<file path="config.mk">
export PLATFORM = sky130hd
export DESIGN_NAME = barrelshifter_pipe
export DESIGN_NICKNAME = d
export VERILOG_FILES = /design/src/rtl/barrelshifter_pkg.sv /design/src/rtl/barrelshifter_stage.sv /design/src/rtl/barrelshifter_pipe.sv
export SDC_FILE = /design/constraint.sdc
export NUM_CORES = 1
export LEC_CHECK = 0
export ABC_AREA = 0
export CAP_MARGIN = 20
export CELL_PAD_IN_SITES_DETAIL_PLACEMENT = 1
export CELL_PAD_IN_SITES_GLOBAL_PLACEMENT = 1
export CORE_ASPECT_RATIO = 1.4
export CORE_MARGIN = 1.5
export CORE_UTILIZATION = 41
export CTS_CLUSTER_SIZE = 40
export DETAILED_ROUTE_END_ITERATION = 6
export PLACE_DENSITY = 0.89
export RECOVER_POWER = 100
export SLEW_MARGIN = 5
export SYNTH_ARGS = -nofsm -noshare
export SYNTH_HDL_FRONTEND = slang
export SYNTH_SLANG_ARGS = --single-unit
</file>
<file path="constraint.sdc">
create_clock -name clk_in -period 1.7 [get_ports clk_in]
set_clock_uncertainty 0.15 [all_clocks]
set_input_delay 0.425 -clock clk_in [delete_from_list [all_inputs] [get_ports clk_in]]
set_output_delay 0.425 -clock clk_in [all_outputs]
set_load 0.05 [all_outputs]
</file>
<file path="src/rtl/barrelshifter_pkg.sv">
// Shared types for the pipelined barrel shifter.
// Operation codes 3'b101..3'b111 are not named here; they pass the operand through unchanged.
package barrelshifter_pkg;

  typedef enum logic [2:0] {
    SLL = 3'b000,
    SRL = 3'b001,
    SRA = 3'b010,
    ROL = 3'b011,
    ROR = 3'b100
  } op_t;

endpackage

</file>
<file path="src/rtl/barrelshifter_stage.sv">
// One combinational barrel-shifter step: shift/rotate by SHIFT when en is set.
// Flag accumulation ports exist only when BARRELSHIFTER_FLAGS_EN is defined.
module barrelshifter_stage
  import barrelshifter_pkg::*;
#(
  parameter int D_SIZE = 32,
  parameter int SHIFT  = 1
) (
  input  op_t               op,
  input  logic              en,
  input  logic [D_SIZE-1:0] data,
`ifdef BARRELSHIFTER_FLAGS_EN
  input  logic              sign,
  input  logic              vf_acc,
  output logic              vf_next,
`endif
  output logic [D_SIZE-1:0] shifted
);

  always_comb begin
    shifted = data;
    if (en) begin
      case (op)
        SLL:     shifted = data << SHIFT;
        SRL:     shifted = data >> SHIFT;
        SRA:     shifted = D_SIZE'($signed(data) >>> SHIFT);
        ROL:     shifted = (data << SHIFT) | (data >> (D_SIZE - SHIFT));
        ROR:     shifted = (data >> SHIFT) | (data << (D_SIZE - SHIFT));
        default: shifted = data;
      endcase
    end
  end

`ifdef BARRELSHIFTER_FLAGS_EN
  // Signed overflow: any bit pushed out, or the new MSB, disagrees with the original sign.
  always_comb begin
    vf_next = vf_acc;
    if (en && (op == SLL)) begin
      vf_next = vf_acc
              | (|(data[D_SIZE-1 -: SHIFT] ^ {SHIFT{sign}}))
              | (shifted[D_SIZE-1] ^ sign);
    end
  end
`endif

endmodule

</file>
<file path="src/rtl/barrelshifter_pipe.sv">
// Pipelined barrel shifter: S_W registered stages, stage k moves by 2^k, global stall.
// Define BARRELSHIFTER_FLAGS_EN to build the zero/overflow flag logic; otherwise flags are tied to 0.
module barrelshifter_pipe
  import barrelshifter_pkg::*;
#(
  parameter  int D_SIZE = 32,
  localparam int S_W    = $clog2(D_SIZE)
) (
  input  logic              clk_in,
  input  logic              rst_n_in,
  input  logic              valid_in,
  output logic              ready_out,
  input  logic [D_SIZE-1:0] x_in,
  input  logic [S_W-1:0]    s_in,
  input  op_t               op_in,
  output logic              valid_out,
  input  logic              ready_in,
  output logic [D_SIZE-1:0] y_out,
  output logic              zf_out,
  output logic              vf_out
);

  // Stage inputs: index 0 comes from the ports, index k from pipeline register k-1.
  op_t               st_op    [S_W];
  logic [S_W-1:0]    st_s     [S_W];
  logic [D_SIZE-1:0] st_data  [S_W];
  logic              st_valid [S_W];
  logic [D_SIZE-1:0] shifted  [S_W];

  logic [D_SIZE-1:0] data_reg  [S_W];
  logic              valid_reg [S_W];
  op_t               op_reg    [S_W-1];
  logic [S_W-1:0]    s_reg     [S_W-1];

  logic advance;

  assign advance   = !valid_reg[S_W-1] || ready_in;
  assign ready_out = advance;

  assign st_op[0]    = op_in;
  assign st_s[0]     = s_in;
  assign st_data[0]  = x_in;
  assign st_valid[0] = valid_in;

`ifdef BARRELSHIFTER_FLAGS_EN
  logic st_sign  [S_W];
  logic st_vf    [S_W];
  logic vf_next  [S_W];
  logic vf_reg   [S_W];
  logic sign_reg [S_W-1];

  assign st_sign[0] = x_in[D_SIZE-1];
  assign st_vf[0]   = 1'b0;
`endif

  genvar gi;
  generate
    for (gi = 0; gi < S_W; gi++) begin : g_stage
      barrelshifter_stage #(
        .D_SIZE (D_SIZE),
        .SHIFT  (1 << gi)
      ) u_stage (
        .op      (st_op[gi]),
        .en      (st_s[gi][gi]),
        .data    (st_data[gi]),
`ifdef BARRELSHIFTER_FLAGS_EN
        .sign    (st_sign[gi]),
        .vf_acc  (st_vf[gi]),
        .vf_next (vf_next[gi]),
`endif
        .shifted (shifted[gi])
      );

      // Bubbles advance like real operands; only the valid bit marks them.
      always_ff @(posedge clk_in or negedge rst_n_in) begin
        if (!rst_n_in) begin
          data_reg[gi]  <= '0;
          valid_reg[gi] <= 1'b0;
        end else if (advance) begin
          data_reg[gi]  <= shifted[gi];
          valid_reg[gi] <= st_valid[gi];
        end
      end

`ifdef BARRELSHIFTER_FLAGS_EN
      always_ff @(posedge clk_in or negedge rst_n_in) begin
        if (!rst_n_in) begin
          vf_reg[gi] <= 1'b0;
        end else if (advance) begin
          vf_reg[gi] <= vf_next[gi];
        end
      end
`endif

      // Control fields are only needed up to the last stage's input.
      if (gi < S_W - 1) begin : g_fwd
        always_ff @(posedge clk_in or negedge rst_n_in) begin
          if (!rst_n_in) begin
            op_reg[gi] <= SLL;
            s_reg[gi]  <= '0;
          end else if (advance) begin
            op_reg[gi] <= st_op[gi];
            s_reg[gi]  <= st_s[gi];
          end
        end

        assign st_op[gi+1]    = op_reg[gi];
        assign st_s[gi+1]     = s_reg[gi];
        assign st_data[gi+1]  = data_reg[gi];
        assign st_valid[gi+1] = valid_reg[gi];

`ifdef BARRELSHIFTER_FLAGS_EN
        always_ff @(posedge clk_in or negedge rst_n_in) begin
          if (!rst_n_in) begin
            sign_reg[gi] <= 1'b0;
          end else if (advance) begin
            sign_reg[gi] <= st_sign[gi];
          end
        end

        assign st_sign[gi+1] = sign_reg[gi];
        assign st_vf[gi+1]   = vf_reg[gi];
`endif
      end
    end
  endgenerate

  assign valid_out = valid_reg[S_W-1];
  assign y_out     = data_reg[S_W-1];

`ifdef BARRELSHIFTER_FLAGS_EN
  assign zf_out = valid_out && (y_out == '0);
  assign vf_out = valid_out && vf_reg[S_W-1];
`else
  assign zf_out = 1'b0;
  assign vf_out = 1'b0;
`endif

endmodule

</file>
==> impl_metrics.env <==
export IMPL_synth_cell_area_sq_mm=0.0116
export IMPL_cts_tree="yes"
export IMPL_synth_area_leaders="dfrtp_1 40%, nand2_1 12%, o221ai_1 6.1%"
export IMPL_critPathLaunchType="flip-flop"
export IMPL_cts_buffer_depth=2
export IMPL_finalNonFillerCells=1927
export IMPL_pin_count=80
export IMPL_cts_htree_levels=4
export IMPL_cts_clk_slew_worst_paths_ns=0.08
export IMPL_cp_num_cells=5
export IMPL_largest_reg_flops=128
export IMPL_p_total_mw=41.4
export IMPL_first_pass_iters=7
export IMPL_core_area_sq_mm=0.0277
export IMPL_syn_inst=1423
export IMPL_hold_viol=0
export IMPL_ys_types=55
export IMPL_grt_setup_unrepaired="true"
export IMPL_powerDensity_mw_per_mm2=2520
export IMPL_start_util_pct=41.8
export IMPL_hold_path_depth=4
export IMPL_synth_edff_count=0
export IMPL_grt_pass1_vias=12400
export IMPL_grt_use_met2_pct=53.4
export IMPL_irDropWorstVdd_mv=1.23
export IMPL_met1_usage_pct=30.7
export IMPL_path_cells="nor3b_4 > o21bai_2 > clkbuf_16 > o21ai_1 > a211oi_1"
export IMPL_maxSlewHeadroom_pct=45.7
export IMPL_yosysTopAreaCell="dfrtp_1"
export IMPL_portBuffers=77
export IMPL_critPathSlowestCell="dfrtp_1"
export IMPL_synth_flop_cell="dfrtp_1"
export IMPL_drt_iter0_drc=1375
export IMPL_grt_antenna_before_repair=5
export IMPL_nNetsFinal=1584
export IMPL_synthArstFlopShare_pct=100
export IMPL_drv_cap=0
export IMPL_required_ns=1.84
export IMPL_stdcell_area_sq_mm=0.0164
export IMPL_power_leakage_nw=6.94
export IMPL_cts_root_buf="clkbuf_16"
export IMPL_drc_errors=1
export IMPL_via_count=13300
export IMPL_worstHoldPathType="in -> reg"
export IMPL_overflow=0
export IMPL_clk_latency_ns=0.48
export IMPL_synth_top_cell_area_share_pct=40.5
export IMPL_drive_gt1_share_pct=27.7
export IMPL_report_final_setup_viol=121
export IMPL_via_per_inst=6.91
export IMPL_wl_per_cell_um=30.7
export IMPL_finalWorstSetupSlack_ns=-0.721
export IMPL_grt_usage_pct=29.7
export IMPL_max_freq_mhz=413
export IMPL_status="complete, but fails checks"
export IMPL_end_kind="flip-flop"
export IMPL_yosysSeqAreaShare_pct=40.5
export IMPL_critPathKind="reg -> reg"
export IMPL_grt_max_degree=38
export IMPL_place_gp_congestion=0.949
export IMPL_path_delay_family="compound AO/OA/AOI/OAI gates"
export IMPL_ant_nets=0
export IMPL_tightest_slew_ns=0.814
export IMPL_rr_worst_depth=5
export IMPL_cts_sinks=187
export IMPL_dpl_cell_area_sq_mm=0.0138
export IMPL_cts_made_buffers=17
export IMPL_critical_path_buf_inv_count=1
export IMPL_area_growth_pct=42.0
export IMPL_final_util_pct=59.3
export IMPL_dp_cells=1831
export IMPL_grt_busiest_layer="met2"
export IMPL_cp_max_fo=8
export IMPL_pre_cts_ws_ns=-0.608
export IMPL_dp_hpwl_um=28500
export IMPL_dieArea_sq_mm=0.0292
export IMPL_synth_avg_cell_area_sq_um=8.12
export IMPL_grtUsageMet3_pct=4.88
export IMPL_fin_crit_ns=2.42
export IMPL_slew_violations=0
export IMPL_ys_warn_count=0
export IMPL_fin_crit_sh_pct=142
export IMPL_violations="DRC, setup timing"
export IMPL_die_h_um=202
export IMPL_drt_wl_total_um=59200
export IMPL_cp_data_arrival_time_ns=2.56
export IMPL_die_w_um=145
export IMPL_ys_ff_latch=187
export IMPL_worst_path_largest_cell_delay_ns=0.78
export IMPL_core_rowCount=72
export IMPL_grt_pass1_wl_um=67300
## power by group
| part | internal, mW | total [mW] | switching, mW | leakage (nW) |
|---|---|---|---|---|
| sequential | 6.61 | 10.8 | 4.15 | 2.20 |
| clock | 2.92 | 4.99 | 2.06 | 0.339 |
| combinational | 11.5 | 25.7 | 14.1 | 4.41 |
| total | 21.0 | 41.4 | 20.4 | 6.94 |
## layout by cell type (no fill, tap or decap), drive strengths merged, types with 23 or more instances in the layout
cell           netlist  routed
o221ai              80      80
nor2                99      99
o21ai              138     138
o22ai               32      32
clkbuf              72      40
buf                 96     198
nand2              367     367
dfrtp              187     187
and3                78      78
clkdlybuf4s50        0      38
nand3               23      23
## layer usage
metal,vias to the layer above,wire [um]
met5,-,30
met4,4,6660
met3,474,5400
met2,966,29000
met1,6563,18100
li1,5316,-
## repair_timing
| action | 4_1_cts | 5_1_grt |
|---|---|---|
| gates cloned | 3 | 25 |
| setup buffers | 5 | 26 |
| setup endpoints to repair | 84 | 132 |
| resized for setup | 47 | 234 |
| pin swaps | 8 | 67 |
| hold endpoints to repair | 23 | 0 |
| hold buffers | 1 | 0 |
## cell usage after synthesis, types with 2 or more instances
| cell type | count |
|---|---|
| nand2_1 | 367 |
| dfrtp_1 | 187 |
| o21ai_0 | 100 |
| nor2_1 | 99 |
| o221ai_1 | 80 |
| and3_1 | 78 |
| clkbuf_1 | 72 |
| buf_4 | 39 |
| buf_2 | 38 |
| o21ai_1 | 38 |
| o22ai_1 | 32 |
| nand3_1 | 22 |
| nand2b_1 | 21 |
| o22a_1 | 21 |
| mux2i_1 | 18 |
| a221oi_1 | 17 |
| a211oi_1 | 16 |
| a31oi_1 | 16 |
| nor3_1 | 16 |
| a32o_1 | 15 |
| maj3_1 | 15 |
| nor3b_1 | 12 |
| buf_1 | 11 |
| nor2b_1 | 9 |
| buf_6 | 8 |
| mux2_2 | 8 |
| o2111a_1 | 6 |
| a21oi_1 | 5 |
| a22o_1 | 5 |
| o2111ai_1 | 5 |
| o21a_1 | 5 |
| and2_1 | 4 |
| xnor2_1 | 4 |
| nor4b_1 | 3 |
| a21boi_4 | 2 |
| and3b_1 | 2 |
| inv_1 | 2 |
| o21bai_1 | 2 |
| o31ai_1 | 2 |
| o32ai_1 | 2 |
| or2_1 | 2 |
| or3_1 | 2 |
| xor2_1 | 2 |
| xor2_2 | 2 |
## path summary, 6_finish.rpt
check,from,endpoint,slack (ns)
worst max-delay path,data_reg[63],y_out[19],-0.72
worst min-delay path,op_in[1],op_reg[10],0.22
worst max register to register,data_reg[63],y_out[19],-0.72
worst min register to register,s_reg[9],s_reg[9],0.33
max in group asynchronous,rst_n_in,data_reg[110],0.11
min in group asynchronous,rst_n_in,s_reg[14],0.45
## per-stage QoR
stage	setup TNS, ns	hold WS [ns]
final	-11.69	0.222
after global routing	-15.11	0.267
after CTS	-0.144	0.278
after detailed placement	-58.28	0.188
after global placement	-52.24	0.186
after floorplan	-0.315	-0.0206
## tightest hold or removal path: stages
cell            delay [ns]
dlymetal6s2s_1        0.12
buf_4                 0.15
nand2_1               0.06
nand2_1               0.06
## cell families (layout without fill, tap and decap cells)
family,count (synthesis),count (layout),synth area share [%]
buffers and inverters,171,300,7.75
muxes,26,26,2.34
other,1,6,0.0324
DFF,187,187,40.5
AOI/OAI and AO/OA,374,374,22.8
adders and majority gates,15,15,1.30
and+or+nand+nor,641,641,24.5
xor gates and xnor gates,8,8,0.736
## area by class of cell
cell class | instances | area (sq um)
Antenna cell | 4 | 10.0
Clock buffer | 18 | 429
Clock inverter | 14 | 264
Fill cell | 3013 | 11300
Inverter | 3 | 16.3
Multi-Input combinational cell | 1066 | 7010
Sequential cell | 187 | 4690
Tap cell | 370 | 463
Timing Repair Buffer | 265 | 3520
(Power assumes the default switching activity.)
